==> config.mk <==
export PLATFORM = sky130hd
export DESIGN_NAME = vga_timing_gen
export DESIGN_NICKNAME = d
export VERILOG_FILES = /design/src/rtl/vga_timing_pkg.sv /design/src/rtl/vga_axis_counter.sv /design/src/rtl/vga_timing_gen.sv
export SDC_FILE = /design/constraint.sdc
export NUM_CORES = 1
export LEC_CHECK = 0
export CORE_MARGIN = 4
export CORE_UTILIZATION = 45
export DETAILED_ROUTE_END_ITERATION = 10
export MAX_ROUTING_LAYER = met4
export PLACE_DENSITY = 0.82
export SYNTH_ARGS = -nofsm -noshare
export SYNTH_HDL_FRONTEND = slang
export SYNTH_SLANG_ARGS = --single-unit
==> constraint.sdc <==
create_clock -name clk25 -period 3.9 [get_ports clk25]
set_input_delay 0.585 -clock clk25 [delete_from_list [all_inputs] [get_ports clk25]]
set_output_delay 0.585 -clock clk25 [all_outputs]
set_load 0.01 [all_outputs]
==> src/rtl/vga_timing_pkg.sv <==
// Shared raster timing defaults, widths and window helper for the VGA timing stage.
package vga_timing_pkg;

    localparam int unsigned DEF_H_VISIBLE = 640;
    localparam int unsigned DEF_H_FP      = 16;
    localparam int unsigned DEF_H_SYNC    = 96;
    localparam int unsigned DEF_H_BP      = 48;
    localparam int unsigned DEF_V_VISIBLE = 480;
    localparam int unsigned DEF_V_FP      = 10;
    localparam int unsigned DEF_V_SYNC    = 2;
    localparam int unsigned DEF_V_BP      = 33;

    localparam int unsigned DEF_H_TOTAL = DEF_H_VISIBLE + DEF_H_FP + DEF_H_SYNC + DEF_H_BP;
    localparam int unsigned DEF_V_TOTAL = DEF_V_VISIBLE + DEF_V_FP + DEF_V_SYNC + DEF_V_BP;

    localparam int unsigned COORD_W = 10;
    localparam int unsigned RED_W   = 3;
    localparam int unsigned GREEN_W = 3;
    localparam int unsigned BLUE_W  = 2;
    localparam int unsigned FRAME_W = 8;

    // True when lo <= value < lo+len.
    function automatic logic in_window(input logic [COORD_W-1:0] value,
                                       input int unsigned lo,
                                       input int unsigned len);
        return (32'(value) >= lo) && (32'(value) < (lo + len));
    endfunction

endpackage

==> src/rtl/vga_axis_counter.sv <==
// Modulo-TOTAL raster axis counter; wrap flags the enabled terminal-count cycle.
module vga_axis_counter
    import vga_timing_pkg::*;
#(
    parameter int unsigned TOTAL = DEF_H_TOTAL,
    parameter int unsigned W     = COORD_W
) (
    input  logic         clk25,
    input  logic         Reset_n,
    input  logic         enable,
    output logic [W-1:0] count,
    output logic         wrap
);

    assign wrap = enable && (count == W'(TOTAL - 1));

    always_ff @(posedge clk25 or negedge Reset_n) begin
        if (!Reset_n) begin
            count <= '0;
        end else if (enable) begin
            count <= wrap ? '0 : count + W'(1);
        end
    end

endmodule

==> src/rtl/vga_timing_gen.sv <==
// VGA raster timing: counters, frame strobe/count, and the registered sync + blanked colour stage.
module vga_timing_gen
    import vga_timing_pkg::*;
#(
    parameter int unsigned H_VISIBLE   = DEF_H_VISIBLE,
    parameter int unsigned H_FP        = DEF_H_FP,
    parameter int unsigned H_SYNC      = DEF_H_SYNC,
    parameter int unsigned H_BP        = DEF_H_BP,
    parameter int unsigned V_VISIBLE   = DEF_V_VISIBLE,
    parameter int unsigned V_FP        = DEF_V_FP,
    parameter int unsigned V_SYNC      = DEF_V_SYNC,
    parameter int unsigned V_BP        = DEF_V_BP,
    parameter logic        SYNC_ACTIVE = 1'b0
) (
    input  logic               clk25,
    input  logic               Reset_n,
    input  logic [RED_W-1:0]   red_in,
    input  logic [GREEN_W-1:0] green_in,
    input  logic [BLUE_W-1:0]  blue_in,
    output logic [COORD_W-1:0] xpos,
    output logic [COORD_W-1:0] ypos,
    output logic               visible,
    output logic               end_of_frame,
    output logic [FRAME_W-1:0] frame_count,
    output logic               hsync,
    output logic               vsync,
    output logic [RED_W-1:0]   vga_red,
    output logic [GREEN_W-1:0] vga_green,
    output logic [BLUE_W-1:0]  vga_blue
);

    localparam int unsigned H_TOTAL = H_VISIBLE + H_FP + H_SYNC + H_BP;
    localparam int unsigned V_TOTAL = V_VISIBLE + V_FP + V_SYNC + V_BP;

    // Counters are COORD_W bits wide, so neither axis may exceed 1024 positions.
    if (H_TOTAL > 1024 || V_TOTAL > 1024) begin : g_cfg_err
        $error("vga_timing_gen: H_TOTAL=%0d V_TOTAL=%0d exceeds 1024", H_TOTAL, V_TOTAL);
    end

    logic h_wrap;
    logic v_wrap;

    vga_axis_counter #(
        .TOTAL (H_TOTAL),
        .W     (COORD_W)
    ) u_h_counter (
        .clk25   (clk25),
        .Reset_n (Reset_n),
        .enable  (1'b1),
        .count   (xpos),
        .wrap    (h_wrap)
    );

    vga_axis_counter #(
        .TOTAL (V_TOTAL),
        .W     (COORD_W)
    ) u_v_counter (
        .clk25   (clk25),
        .Reset_n (Reset_n),
        .enable  (h_wrap),
        .count   (ypos),
        .wrap    (v_wrap)
    );

    assign visible      = (xpos < COORD_W'(H_VISIBLE)) && (ypos < COORD_W'(V_VISIBLE));
    assign end_of_frame = (xpos == '0) && (ypos == COORD_W'(V_VISIBLE));

    // v_wrap already implies h_wrap, so this fires exactly on the (last,last) cycle.
    always_ff @(posedge clk25 or negedge Reset_n) begin
        if (!Reset_n) begin
            frame_count <= '0;
        end else if (v_wrap) begin
            frame_count <= frame_count + FRAME_W'(1);
        end
    end

    // Single output register keeps syncs and colour aligned; blanking also masks X from the game stage.
    always_ff @(posedge clk25 or negedge Reset_n) begin
        if (!Reset_n) begin
            vga_red   <= '0;
            vga_green <= '0;
            vga_blue  <= '0;
            hsync     <= ~SYNC_ACTIVE;
            vsync     <= ~SYNC_ACTIVE;
        end else begin
            vga_red   <= visible ? red_in   : '0;
            vga_green <= visible ? green_in : '0;
            vga_blue  <= visible ? blue_in  : '0;
            hsync     <= in_window(xpos, H_VISIBLE + H_FP, H_SYNC) ? SYNC_ACTIVE : ~SYNC_ACTIVE;
            vsync     <= in_window(ypos, V_VISIBLE + V_FP, V_SYNC) ? SYNC_ACTIVE : ~SYNC_ACTIVE;
        end
    end

endmodule

Word level (Yosys, flattened, before mapping)
Index checks and enable logic that the tools add are counted.

cells by class
  $add $sub $neg = 3
  $lt $le $gt $ge = 6
  equality and inequality tests = 3
  multiplexer cells = 7
  reduce and logical (&&, ||, !) cells = 6

operators with widths
  cell                   number
  $add 10x1->10 const B  2
  $eq 10x10->1 const B   2
  $lt 10x10->1 const B   2
  $lt 10x9->1 const B    2
  $mux 10                2
  $eq 10x9->1 const B    1
  $ge 10x10->1 const B   1
  $ge 10x9->1 const B    1
  $logic_not 10->1       1
  $add 8x1->8 const B    1
  $mux 3                 2
  $logic_and 1x1->1      5
  $mux 1                 2
  $mux 2                 1

storage, ports and cells
  register bits after elaboration = 38
  bits of input ports = 10
  logic and storage cells = 33

Longest topological paths before layout
Gate-level depths: netlist of run 1.

  depth in word-level cells = 3
  mapped depth = 7
  gate-level depth less buffers = 6

By module
Synthesis of run 1 repeated with hierarchy kept, for this count alone.

unflattened totals
  cell total of the unflattened synthesis = 162
  area total of the unflattened synthesis = 1815.5 um^2

modules (own cells, without submodules)
  module                           instances  cells an instance  area each (um^2)  seq. area each (um^2)
  vga_timing_gen                   1          63                 744.5             452.9
  vga_axis_counter at u_v_counter  1          52                 544.3             250.2
  vga_axis_counter at u_h_counter  1          47                 526.8             250.2

Least setup slack after synthesis of run 1
No wires, ideal clock.

  kind = register to register
  from = reg u_h_counter.count[0]
  to = reg frame_count[1]
  setup time = 0.125 ns
  arrival = 1.906 ns
  data required time = 3.775 ns
  slack = 1.869 ns
  stages on the path, launching flop included = 7
  path buffers = 1
  period minus slack after synthesis = 2.031 ns
  path through = dfrtp_1 -> ha_1 -> nand3_2 -> or3_1 -> buf_2 -> nor2_4 -> mux2_2

on the way
  cells in the longest elaborated chain, start to end = 2

RTL lines
  what                    line                    source
  start, declared         vga_axis_counter.sv:11  output logic [W-1:0] count,
  start signal, assigned  vga_axis_counter.sv:21  count <= wrap ? '0 : count + W'(1);
  $eq 10x10->1            vga_axis_counter.sv:15  assign wrap = enable && (count == W'(TOTAL - 1));
  $logic_and 1x1->1       vga_axis_counter.sv:15
  end signal, assigned    vga_timing_gen.sv:73    frame_count <= frame_count + FRAME_W'(1);
  end, declared           vga_timing_gen.sv:24    output logic [FRAME_W-1:0] frame_count,

Every way passes these cells.
A chain may end at the register's enable or synchronous reset.

Final worst setup path of run 1
  from = reg u_v_counter.count[5]
  to = out end_of_frame

on the way
  cells in the longest elaborated chain, start to end = 2

RTL lines
  what                    line                    source
  start, declared         vga_axis_counter.sv:11
  start signal, assigned  vga_axis_counter.sv:21
  $eq 10x9->1             vga_timing_gen.sv:66    assign end_of_frame = (xpos == '0) && (ypos == COORD_W'(V_VISIBLE));
  $logic_and 1x1->1       vga_timing_gen.sv:66
  end, declared           vga_timing_gen.sv:23    output logic end_of_frame,

Every way passes these cells.

==> results of run 1 <==
[synth_stat cells (2+ instances only)]
cell	instances	area, um2
nor4_4	3	63.81
nor4_1	5	31.28
xnor2_1	10	87.58
nand2_1	4	15.01
dfstp_2	2	52.55
or3_1	3	18.77
nor2b_1	2	12.51
nand3_1	11	55.05
xor2_1	10	87.58
nor2_1	10	37.54
nand4_1	7	43.79
and2_1	9	56.30
inv_1	8	30.03
buf_2	2	10.01
ha_1	5	62.56
dfrtp_1	36	900.9
and3_1	3	18.77
nor3_1	3	15.01
nor3b_1	2	15.01
o21ai_0	6	30.03
[registers in the layout, indices dropped and copies added (netlist names)]
register           cells
frame_count            8
hsync                  1
u_h_counter.count     10
u_v_counter.count     10
vga_blue               2
vga_green              3
vga_red                3
vsync                  1
[through the flow]
step | cell area [um2] | hold slack (ps) | setup WS [ps]
after global routing | 2399 | 461.2 | 1079
after CTS | 2399 | 412.7 | 1237
after global placement | 2307 | 459.7 | 1594
final | 2399 | 385.5 | 1250
after floorplan | 1787 | 289.4 | 1869
after detailed placement | 2307 | 470.3 | 1572
[critical path: stages (launching register included)]
cell             delay, ps
dfrtp_1                430
and3_1                 210
nand2_1                100
nor4_1                 250
and4_1                 260
clkdlybuf4s50_1        540
[worst max-delay path by stage]
stage                                           from                          to  slack (ps)  cells after the start
global placement    u_v_counter.count[5]$_DFFE_PN0N_                end_of_frame        1590                      5
detailed placement  u_v_counter.count[5]$_DFFE_PN0N_                end_of_frame        1570                      5
CTS                 u_v_counter.count[5]$_DFFE_PN0N_                end_of_frame        1240                      5
floorplan             u_h_counter.count[0]$_DFF_PN0_  frame_count[1]$_DFFE_PN0P_        1870                      6
finish              u_v_counter.count[5]$_DFFE_PN0N_                end_of_frame        1250                      5
global route        u_v_counter.count[5]$_DFFE_PN0N_                end_of_frame        1080                      5
[layout make-up]
| cell class | instances | area (um2) | share of cell area [%] |
|---|---|---|---|
| Sequential cell | 38 | 953.4 | 39.75 |
| Multi-Input combinational cell | 107 | 778.2 | 32.45 |
| Timing Repair Buffer | 49 | 485.5 | 20.24 |
| Clock buffer | 7 | 86.33 | 3.599 |
| Tap cell | 48 | 60.06 | 2.504 |
| Inverter | 8 | 30.03 | 1.252 |
| Clock inverter | 1 | 5.005 | 0.2087 |
[cell families (layout without fill, tap and decap cells)]
family          after synthesis  in the layout  synth area share (%)
buf+inv                      12             65                 3.081
simple gates                 71             71                 26.05
fa+ha+maj                     5              5                 3.501
compound gates                9              9                 3.012
flops                        38             38                 53.36
xor+xnor                     20             20                 9.803
mux                           2              2                 1.190
[power groups by stage]
| stage | clock (mW) | sequential (mW) | combinational [mW] |
|---|---|---|---|
| 2_1_floorplan | 0 | 0.409 | 0.00264 |
| 3_3_place_gp | 0 | 0.407 | 0.0297 |
| 3_5_place_dp | 0 | 0.407 | 0.0296 |
| 4_1_cts | 0.276 | 0.400 | 0.0297 |
| 5_1_grt | 0.293 | 0.400 | 0.0323 |
| 6_report | 0.270 | 0.400 | 0.0286 |
[routing by layer]
| layer | vias to the layer above | global-route usage, % | part of all wire (%) |
|---|---|---|---|
| met5 | - | - | 0 |
| met4 | 0 | 5.637 | 1.9 |
| met3 | 7 | 4.830 | 8.3 |
| met2 | 56 | 24.82 | 48 |
| met1 | 676 | 20.22 | 42 |
| li1 | 646 | - | - |
==> metrics.md, run 1 <==
| Metric | Value |
|---|---|
| Layout cell share with drive strength beyond 1 | 8.095% |
| Routed vias | 1385 |
| First DRT Iteration DRCs | 90 |
| Final WL | 3.815 mm |
| Per-cell routed wire length | 14.79 um |
| Share of power burned in the clock network | 38.6% |
| Gpl congestion | 0.7527 |
| Starting Density | 47.73% |
| Switching part of the total | 20.20% |
| Gr usage total | 16.12% |
| Final setup skew | 5.221 ps |
| RSZ-0062 raised after global routing | no |
| Combinational Power Share | 4.1% |
| Fillers | 318 |
| Routed vias/inst | 5.368 |
| Outcome | complete, no violations |
| Most common cell after layout, fill and taps aside | clkdlybuf4s50_1 |
| I/O pin cnt | 50 |
| Pin count of the biggest net entering global routing | 39 |
| EDFF count, synth | 0 |
| Reg clk slew, reported paths | 70 ps |
| Total Die Area | 5042 um2 |
| Final design utilization | 64.07% |
| Top FF cell, synth | dfrtp_1 |
| Fin nets | 224 |
| CTS Buffer Depth | 2 |
| Cell variety after synth | 36 |
| Post-CTS setup repair buffer count | 0 |
| Initial antenna violation count | 0 |
| Fmax | 377.4 MHz |
| Worst-path maximum fanout | 6 |
| Reg2reg start | u_v_counter.count[0]$_DFFE_PN0N_ |
| Vias in the first global route | 1310 |
| Pleak | 1.071 nW |
| Cell count after synthesis | 157 |
| Diodes inserted | 0 |
| Power Internal | 0.5568 mW |
| CTS resizes | 0 |
| Commonest cells after routing, fill and taps aside | 48 x clkdlybuf4s50_1, 36 x dfrtp_1, 11 x nand3_1 |
| Rows | 22 |
| Cts bufs inserted | 5 |
| Setup crit end kind | output port |
| TritonRoute pass-1 iters | 5 |
| Post-route minimum period | 2650 ps |
| Crit start category | register |
| Chip width | 71.01 um |
| Setup TNS | 0 ps |
| Die Ht | 71.01 um |
| Pwr/cell area | 290.9 nW/um2 |
| Final Hold Viols | 0 |
| WS Path Type | reg -> out |
| Total power | 0.6978 mW |
| DRC Markers | 0 |
| Final setup fails | 0 |
| Max-slew violations | 0 |
| Placed cell count | 250 |
| Root buf cell | clkbuf_8 |
| Seq pwr share | 57.3% |
| Switch Pwr | 0.1409 mW |
| Max-cap viol count | 0 |
| First-pass GRT wire length | 6.251 mm |
| Relative slew slack | 46.62% |
| Core area | 3744 um2 |
| Tcrit/Tclk final | 67.94% |
| H-tree Lvls | 2 |
| Post-Syn Area | 1787 um2 |
| Post-CTS Hold Buffers | 0 |
| Worst skew pair latency | 280 ps |
| Synthesized flop and latch total | 38 |
| TritonCTS clock tree | built |
| Register area share after synthesis | 53.36% |
| Worst vdd ir | 249.3 uV |
| Post-synth ARST share | 100.0% |
| Syn avg cell area | 11.38 um2 |
| IO buf count | 49 |
| Ys Warns | 0 |
| Required @ worst endpoint | 3310 ps |
| Reg-to-reg slack, setup | 1580 ps |
| HP Class | in -> async |
| CTS Sinks | 38 |
| R2R depth | 6 |
| Finished Layout Cells | 258 |
| Post-Syn Nets | 172 |
| ANT nets after route | 0 |
| R2R Path End | frame_count[1]$_DFFE_PN0P_ |
| Syn-to-layout area delta | 34.24% |
| Worst Path Arrival | 2060 ps |
| Post-DP HPWL | 2.721 mm |
| Worst slew pin tran | 800.7 ps |
| Total grt overflow | 0 |
Note: power is estimated with default switching activity, not from simulation.
==> inputs of run 2 (changes only) <==
==> constraint.sdc (replaced) <==
create_clock -name clk25 -period 2.6 [get_ports clk25]
set_input_delay 0.39 -clock clk25 [delete_from_list [all_inputs] [get_ports clk25]]
set_output_delay 0.39 -clock clk25 [all_outputs]
set_load 0.01 [all_outputs]
==> metrics.md, run 2 (synthesized netlist as in run 1, its figures left out) <==
| Metric | Value |
|---|---|
| Die Ht | 71.01 um (unchanged) |
| Routed vias/inst | 5.347 (-0.39%) |
| TritonRoute pass-1 iters | 4 (-1) |
| Max-cap viol count | 0 (unchanged) |
| Worst-path maximum fanout | 6 (unchanged) |
| Critical Path, Cell by Cell | and3_1 > nand2_1 > nor4_2 > and4_1 > clkdlybuf4s50_1 |
| Post-CTS Hold Buffers | 0 (unchanged) |
| Crit start category | register |
| Most common cell after layout, fill and taps aside | clkdlybuf4s50_1 |
| DRC Markers | 0 (unchanged) |
| Core area | 3744 um2 (unchanged) |
| TritonCTS clock tree | built |
| Fmax | 419.5 MHz |
| Rows | 22 (unchanged) |
| Final Hold Viols | 0 (unchanged) |
| Post-DP Area | 2315 um2 (+0.33%) |
| H-tree Lvls | 2 (unchanged) |
| Max-slew violations | 0 (unchanged) |
| Diodes inserted | 0 (unchanged) |
| Worst Path Arrival | 1990 ps (-70 ps) |
| Setup crit end kind | output port |
| Post-route minimum period | 2384 ps |
| Gpl congestion | 0.8292 (+10%) |
| Total grt overflow | 0 (unchanged) |
| CP max stage delay | 540 ps (about the same) |
| I/O pin cnt | 50 (unchanged) |
| Worst vdd ir | 363.5 uV (+46%) |
| Fillers | 299 (-6.0%) |
| Final setup skew | 7.278 ps (+2.057 ps) |
| CTS Sinks | 38 (unchanged) |
| Pwr/cell area | 430.5 nW/um2 (+48%) |
| WS Path Type | reg -> out |
| RSZ-0062 raised after global routing | no |
| Per-cell routed wire length | 14.47 um (-2.1%) |
| Initial antenna violation count | 0 (unchanged) |
| Worst skew pair latency | 280 ps (about the same) |
| Required @ worst endpoint | 2210 ps (-1100 ps) |
| Reg clk slew, reported paths | 70 ps (about the same) |
| Total Die Area | 5042 um2 (unchanged) |
| Post-DP HPWL | 2.805 mm (+3.1%) |
| Starting Density | 47.73% (unchanged) |
| Vias in the first global route | 1385 (+5.7%) |
| Worst slew pin tran | 789.3 ps (-11.41 ps) |
| Setup TNS | 0 ps (unchanged) |
| Finished Layout Cells | 259 (+0.39%) |
| Worst hold slack | 191.2 ps (-194.4 ps) |
| Cts bufs inserted | 5 (unchanged) |
| First DRT Iteration DRCs | 85 (-5.6%) |
| Dpl ws | 353.5 ps (-1218 ps) |
| HP Class | in -> async |
| IO buf count | 49 (unchanged) |
| Largest registers | u_h_counter.count: 10 flops, u_v_counter.count: 10 flops, frame_count: 8 flops |
| Routed vias | 1385 (unchanged) |
| Fin nets | 225 (+0.45%) |
| Layout cell share with drive strength beyond 1 | 9.005% (+0.91 points) |
| Pin count of the biggest net entering global routing | 39 (unchanged) |
| Chip width | 71.01 um (unchanged) |
| CTS Buffer Depth | 2 (unchanged) |
| Tcrit/Tclk final | 91.69% |
| Post-CTS setup repair buffer count | 0 (unchanged) |
| Final setup fails | 0 (unchanged) |
| Commonest cells after routing, fill and taps aside | 48 x clkdlybuf4s50_1, 36 x dfrtp_1, 11 x nand3_1 |
| Pleak | 1.077 nW (+0.49%) |
| Root buf cell | clkbuf_8 |
| Design Area, Final | 2412 um2 (+0.57%) |
| Syn-to-layout area delta | 35.01% |
| Final WL | 3.748 mm (-1.8%) |
| Final worst slack | 216.0 ps (-1034 ps) |
| Relative slew slack | 47.38% (+0.76 points) |
| Placed cell count | 251 (+0.40%) |
| Outcome | complete, no violations |
| ANT nets after route | 0 (unchanged) |
| Crit-path slowest cell | clkdlybuf4s50_1 |
| First-pass GRT wire length | 6.444 mm (+3.1%) |
| Gr usage total | 16.57% (+0.46 points) |
run 2: cell types whose count changed in the layout (fill, tap and decap cells not counted), sizes merged:
cell	change
buf	+1
run 2: power by group:
group / switching (mW) / internal [mW] / leakage (nW) / total (mW)
logic: 0.0192 / 0.0242 / 0.537 / 0.0435
registers: 0.00157 / 0.597 / 0.491 / 0.599
clock network: 0.182 / 0.213 / 0.0482 / 0.396
total: 0.203 / 0.835 / 1.08 / 1.04
run 2: worst max-delay path: cells and delay by family (launching register included):
kind	cells	cell delay (ps)
and+or+nand+nor	4	730
buffers and inverters	1	540
DFF	1	440
run 2: area by class of cell:
class / instances / area [um2] / share of cell area [%]
Sequential cell: 38 / 953.4 / 39.52
Multi-Input combinational cell: 107 / 784.5 / 32.52
Timing Repair Buffer: 50 / 493.0 / 20.44
Clock buffer: 7 / 86.33 / 3.579
Tap cell: 48 / 60.06 / 2.490
Inverter: 8 / 30.03 / 1.245
Clock inverter: 1 / 5.005 / 0.2075
run 2: repair_timing:
item	CTS	global route
resized for setup	0	1
hold endpoints to repair	0	0
endpoints found under the setup margin	0	1
run 2: worst paths after layout:
| kind | depth (start not counted) | startpoint | end | slack [ps] |
|---|---|---|---|---|
| min in group clk25 | 1 | frame_count[7]$_DFFE_PN0P_ | frame_count[7]$_DFFE_PN0P_ | 480 |
| min | 1 | Reset_n | u_h_counter.count[3]$_DFF_PN0_ | 190 |
| max in group asynchronous | 1 | Reset_n | u_h_counter.count[9]$_DFF_PN0_ | 1900 |
| max reg2reg | 6 | u_v_counter.count[0]$_DFFE_PN0N_ | frame_count[1]$_DFFE_PN0P_ | 340 |
| max | 5 | u_v_counter.count[5]$_DFFE_PN0N_ | end_of_frame | 220 |
| min reg2reg | 1 | frame_count[7]$_DFFE_PN0P_ | frame_count[7]$_DFFE_PN0P_ | 480 |
run 2: layer usage:
layer | track usage (%) | wire (um) | share of wire, % | vias up
met5 | - | 0 | 0 | -
met2 | 25.54 | 1838 | 49 | 53
li1 | - | - | - | 649
met1 | 20.65 | 1566 | 42 | 679
met3 | 6.534 | 317 | 8.5 | 4
met4 | 3.758 | 26 | 0.69 | 0
run 2: per-stage QoR:
step,util (%),total power [mW]
finish,64.44,1.038
global route,64.44,1.082
floorplan,-,0.6178
detailed placement,61.83,0.6549
global placement,61.83,0.6544
CTS,64.27,1.049
==> inputs of run 3 (changes only) <==
==> constraint.sdc (replaced) <==
create_clock -name clk25 -period 2.6 [get_ports clk25]
set_input_delay 0.52 -clock clk25 [delete_from_list [all_inputs] [get_ports clk25]]
set_output_delay 0.52 -clock clk25 [all_outputs]
set_load 0.01 [all_outputs]
==> metrics.md, run 3 (synthesized netlist as in run 1, its figures left out) <==
| Metric | Value |
|---|---|
| Rows | 22 (unchanged) |
| Die Ht | 71.01 um (unchanged) |
| WS Path Type | reg -> out |
| I/O pin cnt | 50 (unchanged) |
| Post-route minimum period | 2482 ps (+97.58 ps) |
| H-tree Lvls | 2 (unchanged) |
| Commonest cells after routing, fill and taps aside | 48 x clkdlybuf4s50_1, 35 x dfrtp_1, 11 x nand3_1 |
| Syn-to-layout area delta | 35.78% |
| Crit-path slowest cell | clkdlybuf4s50_1 |
| Post-CTS setup repair buffer count | 0 (unchanged) |
| Pwr/cell area | 424.1 nW/um2 (-1.5%) |
| Per-cell routed wire length | 14.40 um (-0.51%) |
| Core area | 3744 um2 (unchanged) |
| Crit path max-delay family | simple AND/OR/NAND/NOR gates |
| Total grt overflow | 0 (unchanged) |
| First-pass GRT wire length | 6.354 mm (-1.4%) |
| Reg clk slew, reported paths | 70 ps (about the same) |
| Setup TNS | 0 ps (unchanged) |
| Finished Layout Cells | 259 (unchanged) |
| CTS Buffer Depth | 2 (unchanged) |
| Layout cell share with drive strength beyond 1 | 10.43% (+1.4 points) |
| Worst skew pair latency | 280 ps (about the same) |
| ANT nets after route | 0 (unchanged) |
| CP max stage delay | 530 ps (about the same) |
| Largest registers | u_h_counter.count: 10 flops, u_v_counter.count: 10 flops, frame_count: 8 flops |
| Final WL | 3.729 mm (-0.51%) |
| DRC Markers | 0 (unchanged) |
| RSZ-0062 raised after global routing | no |
| Post-CTS Hold Buffers | 0 (unchanged) |
| Most common cell after layout, fill and taps aside | clkdlybuf4s50_1 |
| Final setup skew | 4.193 ps (-3.085 ps) |
| Worst vdd ir | 331.2 uV (-8.9%) |
| Worst Path Arrival | 1960 ps (-30 ps) |
| Tcrit/Tclk final | 95.45% (+3.8 points) |
| CTS resizes | 0 (unchanged) |
| Pin count of the biggest net entering global routing | 39 (unchanged) |
| Total Die Area | 5042 um2 (unchanged) |
| Placed cell count | 253 (+0.80%) |
| Pleak | 1.079 nW (+0.27%) |
| Relative slew slack | 47.30% (-0.075 points) |
| CTS Sinks | 38 (unchanged) |
| Starting Density | 47.73% (unchanged) |
| Post-DP HPWL | 2.794 mm (-0.39%) |
| Metal-1 WL | 1.647 mm (+5.2%) |
| Met3 wire length | 202 um (-36%) |
| Max Used Layer | met4 |
| Total power | 1.029 mW (-0.90%) |
| Vias in the first global route | 1345 (-2.9%) |
| Gr usage total | 16.48% (-0.092 points) |
| First DRT Iteration DRCs | 74 (-13%) |
| Final Hold Viols | 0 (unchanged) |
| Crit start category | register |
| Final setup fails | 0 (unchanged) |
| Gpl congestion | 0.8163 (-1.6%) |
| Initial antenna violation count | 0 (unchanged) |
| HP Class | in -> async |
| Routed vias | 1389 (+0.29%) |
| Worst hold slack | 323.4 ps (+132.3 ps) |
| Critical Path, Cell by Cell | and3_1 > nand2_1 > nor4_2 > and4_1 > clkdlybuf4s50_1 |
| WL met2 | 1.825 mm (-0.71%) |
| TritonRoute pass-1 iters | 4 (unchanged) |
| Max-slew violations | 0 (unchanged) |
| Cts bufs inserted | 5 (unchanged) |
| Fmax | 403.0 MHz (-3.9%) |
| IO buf count | 49 (unchanged) |
| Max-cap viol count | 0 (unchanged) |
| Root buf cell | clkbuf_8 |
| TritonCTS clock tree | built |
| Outcome | complete, no violations |
| Worst-path maximum fanout | 5 (-1) |
| Routed vias/inst | 5.363 (+0.29%) |
| Buf/Inv on CP | 1 (unchanged) |
| Fin nets | 227 (+0.89%) |
| Final design utilization | 64.81% (+0.37 points) |
| Chip width | 71.01 um (unchanged) |
| Diodes inserted | 0 (unchanged) |
| Worst slew pin tran | 790.5 ps (+1.129 ps) |
| Required @ worst endpoint | 2080 ps (-130 ps) |
| Setup crit end kind | output port |
==> run 3: final timing paths <==
kind | start | to | slack [ps] | depth (start not counted)
max | u_v_counter.count[6]$_DFFE_PN0N_ | end_of_frame | 120 | 5
min | Reset_n | u_h_counter.count[0]$_DFF_PN0_ | 320 | 1
max reg2reg | u_v_counter.count[0]$_DFFE_PN0N_ | frame_count[1]$_DFFE_PN0P_ | 310 | 6
min reg2reg | frame_count[7]$_DFFE_PN0P_ | frame_count[7]$_DFFE_PN0P_ | 480 | 1
max in group asynchronous | Reset_n | u_v_counter.count[5]$_DFFE_PN0N_ | 1720 | 1
min in group clk25 | frame_count[7]$_DFFE_PN0P_ | frame_count[7]$_DFFE_PN0P_ | 480 | 1
==> run 3: report_power, final <==
group,leakage [nW],internal (mW),switching (mW)
Combinational,0.547,0.0242,0.0193
Clock,0.0431,0.204,0.182
Sequential,0.489,0.597,0.00173
==> run 3: layer usage <==
layer / global-route usage, % / vias to the layer above
met5: - / -
met4: 4.384 / 0
met3: 6.250 / 6
met2: 24.51 / 33
met1: 21.20 / 695
li1: - / 655
==> run 3: per-stage QoR <==
step / area, um2 / worst slack [ps]
after floorplan: 1787 / 568.9
after global placement: 2330 / 381.3
after detailed placement: 2330 / 319.7
after CTS: 2412 / 21.75
after global routing: 2426 / 12.64
final: 2426 / 118.4
==> run 3: cell type report <==
cell class	instances	area, um2
Tap cell	48	60.06
Inverter	8	30.03
Timing Repair Buffer	52	508.0
Clock buffer	6	82.58
Fill cell	314	1318
Sequential cell	38	954.7
Multi-Input combinational cell	107	790.8
